**src/rtl/frame_sched_pkg.sv**
```systemverilog
// Shared types and default configuration for the frame sample scheduler.
package frame_sched_pkg;

  typedef enum logic [1:0] {
    IDLE = 2'd0,
    REQ  = 2'd1,
    WAIT = 2'd2
  } prod_state_e;

  localparam int DEF_WIDTH   = 32'sd18;
  localparam int DEF_DEPTH   = 32'sd4;
  localparam int DEF_TIMEOUT = 32'sd255;

  // Occupancy needs one bit more than the pointers so that "full" is representable.
  function automatic int fill_w(input int depth);
    return $clog2(depth) + 32'sd1;
  endfunction

  localparam int FILL_W = fill_w(DEF_DEPTH);

endpackage

```
**src/rtl/sched_sync_fifo.sv**
```systemverilog
// Single-clock sample FIFO: storage, wrapping pointers, occupancy count and flush.
module sched_sync_fifo
  import frame_sched_pkg::*;
#(
  parameter int WIDTH = DEF_WIDTH,
  parameter int DEPTH = DEF_DEPTH
) (
  input  logic                      clk,
  input  logic                      rst_n,
  input  logic                      flush,
  input  logic                      push,
  input  logic                      pop,
  input  logic [WIDTH-1:0]          wdata,
  output logic [WIDTH-1:0]          rdata,
  output logic [fill_w(DEPTH)-1:0]  count,
  output logic                      empty,
  output logic                      full
);

  localparam int PTR_W = $clog2(DEPTH);
  localparam int CNT_W = fill_w(DEPTH);
  localparam logic [CNT_W-1:0] CNT_FULL = CNT_W'(DEPTH);

  logic [WIDTH-1:0] mem_r [DEPTH];
  logic [PTR_W-1:0] wr_ptr_r;
  logic [PTR_W-1:0] rd_ptr_r;
  logic [CNT_W-1:0] count_r;
  logic             push_s;
  logic             pop_s;

  // Flush dominates; an out-of-range push or pop is dropped rather than corrupting the count.
  assign push_s = push & ~full & ~flush;
  assign pop_s  = pop & ~empty & ~flush;

  // Sample storage write port
  always_ff @(posedge clk or negedge rst_n) begin
    if (!rst_n) begin
      for (int i = 0; i < DEPTH; i++) begin
        mem_r[i] <= '0;
      end
    end else if (push_s) begin
      mem_r[wr_ptr_r] <= wdata;
    end
  end

  // Pointers and occupancy move together so count always matches the pointer distance
  always_ff @(posedge clk or negedge rst_n) begin
    if (!rst_n) begin
      wr_ptr_r <= '0;
      rd_ptr_r <= '0;
      count_r  <= '0;
    end else if (flush) begin
      wr_ptr_r <= '0;
      rd_ptr_r <= '0;
      count_r  <= '0;
    end else begin
      if (push_s) begin
        wr_ptr_r <= wr_ptr_r + PTR_W'(1);
      end
      if (pop_s) begin
        rd_ptr_r <= rd_ptr_r + PTR_W'(1);
      end
      case ({push_s, pop_s})
        2'b10:   count_r <= count_r + CNT_W'(1);
        2'b01:   count_r <= count_r - CNT_W'(1);
        default: count_r <= count_r;
      endcase
    end
  end

  assign rdata = mem_r[rd_ptr_r];
  assign count = count_r;
  assign empty = (count_r == '0);
  assign full  = (count_r == CNT_FULL);

endmodule

```
**src/rtl/frame_sample_scheduler.sv**
```systemverilog
// Requests samples from the generator, buffers them, and releases one per codec frame.
// Define SAMPLE_HOLD_EN to repeat the previous sample on underrun instead of emitting silence.
module frame_sample_scheduler
  import frame_sched_pkg::*;
#(
  parameter int WIDTH   = DEF_WIDTH,
  parameter int DEPTH   = DEF_DEPTH,
  parameter int TIMEOUT = DEF_TIMEOUT
) (
  input  logic                      clk,
  input  logic                      reset,
  input  logic                      enable,
  input  logic                      new_frame,
  output logic                      gen_req,
  input  logic                      gen_valid,
  input  logic [WIDTH-1:0]          gen_sample,
  output logic [WIDTH-1:0]          codec_sample,
  output logic                      codec_valid,
  output logic [fill_w(DEPTH)-1:0]  fill_level,
  output logic                      underrun,
  output logic                      timeout_err,
  input  logic                      clear_flags
);

  localparam int TMR_W = $clog2(TIMEOUT + 32'sd1);
  localparam logic [TMR_W-1:0] TMR_LAST = TMR_W'(TIMEOUT - 32'sd1);

  prod_state_e      state_r;
  prod_state_e      state_s;
  logic [TMR_W-1:0] timer_r;
  logic [TMR_W-1:0] timer_s;
  logic             gen_req_r;
  logic [WIDTH-1:0] codec_sample_r;
  logic             codec_valid_r;
  logic             underrun_r;
  logic             timeout_err_r;

  logic             push_s;
  logic             pop_s;
  logic             timeout_set_s;
  logic             underrun_set_s;
  logic [WIDTH-1:0] fifo_head_s;
  logic             fifo_empty_s;
  logic             fifo_full_s;
  logic [WIDTH-1:0] underrun_value_s;

  sched_sync_fifo #(
    .WIDTH (WIDTH),
    .DEPTH (DEPTH)
  ) u_fifo (
    .clk   (clk),
    .rst_n (reset),
    .flush (~enable),
    .push  (push_s),
    .pop   (pop_s),
    .wdata (gen_sample),
    .rdata (fifo_head_s),
    .count (fill_level),
    .empty (fifo_empty_s),
    .full  (fifo_full_s)
  );

  // A pop that meets an empty FIFO is the underrun case, even if a push lands the same cycle.
  assign pop_s          = new_frame & enable & ~fifo_empty_s;
  assign underrun_set_s = new_frame & enable & fifo_empty_s;

`ifdef SAMPLE_HOLD_EN
  assign underrun_value_s = codec_sample_r;
`else
  assign underrun_value_s = '0;
`endif

  // Producer next-state: one outstanding request at a time, abandoned after TIMEOUT idle cycles
  always_comb begin
    state_s       = state_r;
    timer_s       = timer_r;
    push_s        = 1'b0;
    timeout_set_s = 1'b0;
    if (!enable) begin
      state_s = IDLE;
      timer_s = '0;
    end else begin
      case (state_r)
        IDLE: begin
          if (!fifo_full_s) begin
            state_s = REQ;
          end else begin
            state_s = IDLE;
          end
        end
        REQ: begin
          timer_s = '0;
          state_s = WAIT;
        end
        WAIT: begin
          if (gen_valid) begin
            push_s  = 1'b1;
            state_s = IDLE;
          end else if (timer_r == TMR_LAST) begin
            timer_s       = timer_r + TMR_W'(1);
            timeout_set_s = 1'b1;
            state_s       = IDLE;
          end else begin
            timer_s = timer_r + TMR_W'(1);
            state_s = WAIT;
          end
        end
        default: begin
          state_s = IDLE;
          timer_s = '0;
        end
      endcase
    end
  end

  // Producer state, timer and the request strobe (high exactly while in REQ)
  always_ff @(posedge clk or negedge reset) begin
    if (!reset) begin
      state_r   <= IDLE;
      timer_r   <= '0;
      gen_req_r <= 1'b0;
    end else begin
      state_r   <= state_s;
      timer_r   <= timer_s;
      gen_req_r <= (state_s == REQ);
    end
  end

  // Codec-side output register and sticky health flags; clearing beats a same-cycle set
  always_ff @(posedge clk or negedge reset) begin
    if (!reset) begin
      codec_sample_r <= '0;
      codec_valid_r  <= 1'b0;
      underrun_r     <= 1'b0;
      timeout_err_r  <= 1'b0;
    end else begin
      codec_valid_r <= new_frame;
      if (new_frame) begin
        if (!enable) begin
          codec_sample_r <= '0;
        end else if (!fifo_empty_s) begin
          codec_sample_r <= fifo_head_s;
        end else begin
          codec_sample_r <= underrun_value_s;
        end
      end
      if (clear_flags) begin
        underrun_r    <= 1'b0;
        timeout_err_r <= 1'b0;
      end else begin
        if (underrun_set_s) begin
          underrun_r <= 1'b1;
        end
        if (timeout_set_s) begin
          timeout_err_r <= 1'b1;
        end
      end
    end
  end

  assign gen_req      = gen_req_r;
  assign codec_sample = codec_sample_r;
  assign codec_valid  = codec_valid_r;
  assign underrun     = underrun_r;
  assign timeout_err  = timeout_err_r;

endmodule

```
**config.mk**
```make
export PLATFORM = sky130hd
export DESIGN_NAME = frame_sample_scheduler
export DESIGN_NICKNAME = d
export VERILOG_FILES = /design/src/rtl/frame_sched_pkg.sv /design/src/rtl/sched_sync_fifo.sv /design/src/rtl/frame_sample_scheduler.sv
export SDC_FILE = /design/constraint.sdc
export NUM_CORES = 1
export LEC_CHECK = 0
export CORE_MARGIN = 2
export CORE_UTILIZATION = 25
export CTS_BUF_LIST = sky130_fd_sc_hd__clkbuf_2 sky130_fd_sc_hd__clkbuf_4 sky130_fd_sc_hd__clkbuf_8
export CTS_CLUSTER_SIZE = 12
export DETAILED_ROUTE_END_ITERATION = 8
export GPL_ROUTABILITY_DRIVEN = 0
export PLACE_DENSITY = 0.43
export SYNTH_ARGS = -nofsm -noshare
export SYNTH_HDL_FRONTEND = slang
export SYNTH_SLANG_ARGS = --single-unit
```
**constraint.sdc**
```tcl
create_clock -name clk -period 3.9 [get_ports clk]
set_clock_uncertainty 0.05 [all_clocks]
set_input_delay 0.585 -clock clk [delete_from_list [all_inputs] [get_ports clk]]
set_output_delay 0.585 -clock clk [all_outputs]
set_load 0.02 [all_outputs]
```
==> metrics.log, run 1 <==
INFO  metric io_pins = 49
INFO  metric syn-num-nets = 389
INFO  metric hold_ws = 0.200 ns
INFO  metric clkLatencyLatePin = 0.39 ns
INFO  metric fin_cells = 674
INFO  metric path_class_of_the_lowest_slack_min_delay_path = in -> async
INFO  metric num_vias = 2898
INFO  metric drt_pre_antenna_iters = 4
INFO  metric finalPower = 2.73 mW
INFO  metric netlist_top_cells_area = sky130_fd_sc_hd__dfrtp_1 56%, sky130_fd_sc_hd__mux2_2 14%, sky130_fd_sc_hd__mux4_2 8.2%, sky130_fd_sc_hd__inv_1 3.0%, sky130_fd_sc_hd__mux2_4 3.0%
INFO  metric drt-initial-drc-count = 109
INFO  metric vdd_ir_max = 141 µV
INFO  metric wire_per_inst = 15.9 µm
INFO  metric antennaDiodeCount = 0
INFO  metric synthesis.area = 4960 µm²
INFO  metric grt_overflow = 0
INFO  metric die_y = 145 µm
INFO  metric drc = 0
INFO  metric die-width = 145 µm
INFO  metric yosysWarnings = 0
INFO  metric postSynth.asyncResetShare = 100%
INFO  metric viasPerCell = 4.30
INFO  metric clk_path_buf_depth = 2
INFO  metric cts.sink_count = 111
INFO  metric worst-setup-path-type = in -> reg
INFO  metric dpl.cell_count = 659
INFO  metric global_route_wire_length_before_repair = 17.6 mm
INFO  metric setup.worst_path.end_class = flip-flop
INFO  metric route.antenna.remaining_nets = 0
INFO  metric part_of_the_yosys_area_used_for_sequential_elements = 56.0%
INFO  metric synth-edff-count = 0
INFO  metric groute.usage.overall = 11.2%
INFO  metric die_area = 21000 µm²
INFO  metric postCtsHoldBufs = 0
INFO  metric yosys.cell_types.count = 38
INFO  metric final_layout_size_suffix_gt1_share = 29.3%
INFO  metric synth_cells = 358
INFO  metric cts_max_level = 3
INFO  metric post_cts_buffers = 0
INFO  metric cts.repair.resized = 0
INFO  metric timing.max_slew.rel_slack = 26.6%
INFO  metric required = 4.11 ns
INFO  metric clkTransAtPathRegs = 0.11 ns
INFO  metric crit_arrival = 2.95 ns
INFO  metric core-area = 19500 µm²
INFO  metric antenna_found_initial = 0
INFO  metric routed_wl = 10.7 mm
INFO  metric ctsRootBufferMaster = sky130_fd_sc_hd__clkbuf_8
INFO  metric setup_viol = 0
INFO  metric pin_count_of_the_biggest_net_entering_global_routing = 63
INFO  metric post_layout_net_count = 436
INFO  metric ys_ff_latch = 111
INFO  metric synth_top_flop_cell = sky130_fd_sc_hd__dfrtp_1
INFO  metric detailedPlacementHpwl = 6.64 mm
INFO  metric syn_to_final_growth = 19.0%
INFO  metric status = completed
INFO  metric final_period_minus_worst_setup_slack = 2.74 ns
INFO  metric timing_hold_violations_final = 0
INFO  metric rsz0062_at_grt = no
INFO  metric cts_inserted_buffers = 9
INFO  metric start_kind = input port
INFO  metric library_cell_with_the_largest_summed_area_after_synthesis = sky130_fd_sc_hd__dfrtp_1
INFO  metric worstPathMaxFanout = 21
INFO  metric drv_slew = 0
INFO  metric initial_utilization = 25.5%
INFO  metric final.period_utilization = 70.2%
INFO  metric fp-row-count = 51
INFO  metric achievable_freq = 365 MHz
INFO  metric drv_cap = 0
INFO  metric tightest_slew = 1.10 ns
INFO  metric proportion_of_netlist_area_held_by_the_largest_area_contributor = 56.0%
INFO  metric port-buffer-count = 48
INFO  metric timing.setup.tns = 0 ns
INFO  metric power.density = 462 nW/µm²
INFO  metric leakage = 2.67 nW
INFO  metric tritoncts = built
INFO  metric number_of_global_route_vias_before_repair = 3220
INFO  metric post_syn_area_per_cell = 13.9 µm²
## worst paths after layout
path | startpoint | to | slack [ns] | depth (start not counted)
min | reset | codec_sample[7]$_DFFE_PN0P_ | 0.20 | 1
max reg2reg | u_fifo.count[1]$_DFFE_PN0P_ | u_fifo.count[2]$_DFFE_PN0P_ | 1.27 | 7
max | enable | u_fifo.count[1]$_DFFE_PN0P_ | 1.16 | 10
min in group clk | u_fifo.mem_r[10]$_DFFE_PN0P_ | u_fifo.mem_r[10]$_DFFE_PN0P_ | 0.46 | 1
max in group asynchronous | reset | gen_req$_DFF_PN0_ | 2.69 | 2
min reg2reg | u_fifo.mem_r[10]$_DFFE_PN0P_ | u_fifo.mem_r[10]$_DFFE_PN0P_ | 0.46 | 1
## where the power goes
part / internal (mW) / switching (mW)
logic: 0.373 / 0.297
clock network: 0.254 / 0.415
registers: 1.30 / 0.0941
total: 1.92 / 0.806
## area by class of cell
cell class	instances	area, µm²
inverters	40	150
well taps	265	332
clock inverters	5	41.3
clock buffers	10	138
fillers	1965	13600
flip-flops and latches	111	2780
multi-input cells	189	1940
repair buffers	54	523
## metrics by stage
step           cell area [µm²]  setup slack, ns  utilization [%]
2_1_floorplan             4960             1.37                -
3_3_place_gp              5730            0.754             29.4
3_5_place_dp              5730            0.750             29.4
4_1_cts                   5900             1.17             30.3
5_1_grt                   5900            0.927             30.3
6_report                  5900             1.16             30.3
## Yosys cell counts (6+ instances only)
library cell               instances
sky130_fd_sc_hd__buf_2             6
sky130_fd_sc_hd__clkbuf_1          8
sky130_fd_sc_hd__dfrtp_1         111
sky130_fd_sc_hd__ha_1              6
sky130_fd_sc_hd__inv_1            40
sky130_fd_sc_hd__mux2_2           62
sky130_fd_sc_hd__mux2_4           10
sky130_fd_sc_hd__mux4_2           18
sky130_fd_sc_hd__nand2_1           7
sky130_fd_sc_hd__nor2_1           12
sky130_fd_sc_hd__o22ai_1          20
sky130_fd_sc_hd__xor2_1            8
## layout by cell type (no fill, tap or decap), types with 6 or more instances in the layout
cell type	Yosys	layout
sky130_fd_sc_hd__buf_4	0	7
sky130_fd_sc_hd__clkbuf_8	0	10
sky130_fd_sc_hd__clkdlybuf4s50_1	0	47
sky130_fd_sc_hd__dfrtp_1	111	111
sky130_fd_sc_hd__ha_1	6	6
sky130_fd_sc_hd__inv_1	40	40
sky130_fd_sc_hd__mux2_2	62	62
sky130_fd_sc_hd__mux2_4	10	10
sky130_fd_sc_hd__mux4_2	18	18
sky130_fd_sc_hd__nand2_1	7	7
sky130_fd_sc_hd__nor2_1	12	12
sky130_fd_sc_hd__o22ai_1	20	20
sky130_fd_sc_hd__xor2_1	8	8
## worst max-delay path: stages
cell                              delay [ns]
sky130_fd_sc_hd__clkdlybuf4s50_1        0.48
sky130_fd_sc_hd__buf_4                  0.20
sky130_fd_sc_hd__nand2_1                0.09
sky130_fd_sc_hd__or2_2                  0.50
sky130_fd_sc_hd__nor2_1                 0.20
sky130_fd_sc_hd__fa_1                   0.45
sky130_fd_sc_hd__nand2_1                0.07
sky130_fd_sc_hd__nor2_1                 0.04
sky130_fd_sc_hd__a311oi_1               0.27
sky130_fd_sc_hd__a21oi_1                0.07
## routing by layer
| metal | track usage (%) | vias up | wire [µm] |
|---|---|---|---|
| met1 | 14.3 | 1504 | 4990 |
| met5 | 0 | - | 0 |
| met2 | 18.6 | 41 | 5210 |
| met3 | 3.22 | 9 | 380 |
| met4 | 3.07 | 0 | 125 |
| li1 | - | 1344 | - |
## state kept, by name, indices dropped and copies added, names as in the netlist
name and cells:
timeout_err 1, underrun 1, u_fifo.rd_ptr_r 2, u_fifo.count 3
state_r 2, timer_r 8, u_fifo.mem_r 72, codec_sample 18
codec_valid 1, u_fifo.wr_ptr_r 2, gen_req 1
## cell families (layout without fill, tap and decap cells)
family | after synthesis | after routing | share of synthesized area (%)
buf+inv | 58 | 109 | 4.84
xor+xnor | 12 | 12 | 2.12
compound gates | 35 | 35 | 4.99
fa+ha+maj | 7 | 7 | 1.92
flops | 111 | 111 | 56.0
mux | 91 | 91 | 25.5
simple gates | 44 | 44 | 4.67
(Power assumes the default switching activity.)
==> run 2: changes to the inputs <==
==> constraint.sdc (replaced) <==
create_clock -name clk -period 2.8 [get_ports clk]
set_clock_uncertainty 0.05 [all_clocks]
set_input_delay 0.42 -clock clk [delete_from_list [all_inputs] [get_ports clk]]
set_output_delay 0.42 -clock clk [all_outputs]
set_load 0.02 [all_outputs]
==> metrics.log, run 2 (synthesized netlist as in run 1, its figures left out) <==
INFO  metric antennaDiodeCount = 0 (unchanged)
INFO  metric postLayoutSetupSlackWorst = 0.578 ns (was 1.16 ns)
INFO  metric leakage = 2.75 nW (was 2.67 nW)
INFO  metric ctsRootBufferMaster = sky130_fd_sc_hd__clkbuf_8 (unchanged)
INFO  metric global_route_wire_length_before_repair = 17.3 mm (was 17.6 mm)
INFO  metric core-area = 19500 µm² (unchanged)
INFO  metric final.period_utilization = 79.4%
INFO  metric achievable_freq = 450 MHz
INFO  metric clk_path_buf_depth = 2 (unchanged)
INFO  metric drv_slew = 0 (unchanged)
INFO  metric syn_to_final_growth = 22.1% (was 19.0%)
INFO  metric timing.max_slew.rel_slack = 64.4% (was 26.6%)
INFO  metric cts.repair.resized = 0 (unchanged)
INFO  metric detailedPlacementHpwl = 6.86 mm (was 6.64 mm)
INFO  metric fp-row-count = 51 (unchanged)
INFO  metric final_util = 31.1% (was 30.3%)
INFO  metric crit_arrival = 2.45 ns (was 2.95 ns)
INFO  metric max_reg_flops = 72 (unchanged)
INFO  metric post_layout_net_count = 446 (was 436)
INFO  metric groute.usage.overall = 11.1% (was 11.2%)
INFO  metric number_of_global_route_vias_before_repair = 3137 (was 3220)
INFO  metric drv_cap = 0 (unchanged)
INFO  metric wire_per_inst = 15.6 µm (was 15.9 µm)
INFO  metric drc = 0 (unchanged)
INFO  metric final_layout_size_suffix_gt1_share = 31.0% (was 29.3%)
INFO  metric fin_cells = 685 (was 674)
INFO  metric layout.cells.most_common_list = 111 x sky130_fd_sc_hd__dfrtp_1, 62 x sky130_fd_sc_hd__mux2_2, 47 x sky130_fd_sc_hd__clkdlybuf4s50_1 (unchanged)
INFO  metric post_cts_buffers = 0 (unchanged)
INFO  metric start_kind = flip-flop (was input port)
INFO  metric cts_max_level = 3 (unchanged)
INFO  metric setup_viol = 0 (unchanged)
INFO  metric timing_hold_violations_final = 0 (unchanged)
INFO  metric viasPerCell = 4.26 (was 4.30)
INFO  metric cts.sink_count = 111 (unchanged)
INFO  metric pin_count_of_the_biggest_net_entering_global_routing = 40 (was 63)
INFO  metric required = 3.02 ns (was 4.11 ns)
INFO  metric clkTransAtPathRegs = 0.10 ns (was 0.11 ns)
INFO  metric status = completed (unchanged)
INFO  metric routed_wl = 10.7 mm (about the same)
INFO  metric cts_inserted_buffers = 9 (unchanged)
INFO  metric power.density = 641 nW/µm² (was 462 nW/µm²)
INFO  metric finalInstanceArea = 6060 µm² (was 5900 µm²)
INFO  metric worst-setup-path-type = reg -> reg (was in -> reg)
INFO  metric drt_pre_antenna_iters = 3 (was 4)
INFO  metric tritoncts = built (unchanged)
INFO  metric die_area = 21000 µm² (unchanged)
INFO  metric final_common_cell = sky130_fd_sc_hd__dfrtp_1 (unchanged)
INFO  metric port-buffer-count = 48 (unchanged)
INFO  metric antenna_found_initial = 0 (unchanged)
INFO  metric num_vias = 2919 (was 2898)
INFO  metric tightest_slew = 0.535 ns (was 1.10 ns)
INFO  metric worstPathMaxFanout = 10 (was 21)
INFO  metric timing.setup.tns = 0 ns (unchanged)
INFO  metric io_pins = 49 (unchanged)
INFO  metric vdd_ir_max = 292 µV (was 141 µV)
INFO  metric initial_utilization = 25.5% (unchanged)
INFO  metric clkLatencyLatePin = 0.38 ns (was 0.39 ns)
INFO  metric placement.cell_area = 5840 µm² (was 5730 µm²)
INFO  metric rsz0062_at_grt = no (unchanged)
INFO  metric setup.worst_path.end_class = flip-flop (unchanged)
INFO  metric grt_overflow = 0 (unchanged)
INFO  metric largest_register = u_fifo.mem_r (unchanged)
INFO  metric route.antenna.remaining_nets = 0 (unchanged)
INFO  metric die-width = 145 µm (unchanged)
INFO  metric die_y = 145 µm (unchanged)
INFO  metric dpl.cell_count = 668 (was 659)
INFO  metric path_class_of_the_lowest_slack_min_delay_path = reg -> reg (was in -> async)
INFO  metric final_period_minus_worst_setup_slack = 2.22 ns
INFO  metric place_worst_setup_slack = 0.300 ns (was 0.750 ns)
INFO  metric drt-initial-drc-count = 142 (was 109)
==> run 2: timing repair <==
| item | in CTS | in global routing |
|---|---|---|
| hold endpoints to repair | 36 | 0 |
| hold buffers | 1 | 0 |
| endpoints found under the setup margin | 0 | 0 |
==> run 2: area by class of cell <==
type                            count  area (µm²)
Clock inverter                      6        71.3
Multi-Input combinational cell    189        1940
Inverter                           40         150
Sequential cell                   111        2780
Fill cell                        1984       13400
Timing Repair Buffer               64         651
Clock buffer                       10         131
Tap cell                          265         332
==> run 2: worst paths after layout <==
check	from	end	slack (ns)	cells after the start
max	u_fifo.count[2]$_DFFE_PN0P_	u_fifo.count[1]$_DFFE_PN0P_	0.58	8
min	state_r[1]$_DFF_PN0_	state_r[0]$_DFF_PN0_	0.45	1
max reg2reg	u_fifo.count[2]$_DFFE_PN0P_	u_fifo.count[1]$_DFFE_PN0P_	0.58	8
min reg2reg	state_r[1]$_DFF_PN0_	state_r[0]$_DFF_PN0_	0.45	1
max in group asynchronous	reset	u_fifo.mem_r[28]$_DFFE_PN0P_	1.48	3
min in group asynchronous	reset	codec_sample[7]$_DFFE_PN0P_	0.50	2
==> run 2: report_power, final <==
part / switching, mW / internal (mW)
sequential: 0.123 / 1.81
combinational: 0.423 / 0.534
clock: 0.566 / 0.429
total: 1.11 / 2.77
==> run 2: stage by stage <==
stage / hold slack (ns) / power, mW
floorplan: 0.0744 / 2.59
global placement: 0.389 / 2.92
detailed placement: 0.394 / 2.94
global route: 0.475 / 4.14
CTS: 0.454 / 3.96
finish: 0.447 / 3.88
==> run 2: metal layers <==
layer | part of all wire (%) | track usage (%) | vias to the layer above
met4 | 1.9 | 4.75 | 0
met1 | 46 | 14.4 | 1507
met5 | 0 | 0 | -
met3 | 2.6 | 1.71 | 12
li1 | - | - | 1367
met2 | 49 | 18.4 | 33
==> run 2: worst max-delay path: stages, from the launching register on <==
cell                       delay, ns
sky130_fd_sc_hd__dfrtp_1        0.57
sky130_fd_sc_hd__nor3_1         0.14
sky130_fd_sc_hd__or2_2          0.33
sky130_fd_sc_hd__nor2_1         0.13
sky130_fd_sc_hd__fa_1           0.46
sky130_fd_sc_hd__nand2_1        0.08
sky130_fd_sc_hd__nor2_1         0.04
sky130_fd_sc_hd__a311oi_1       0.25
sky130_fd_sc_hd__a21oi_1        0.06
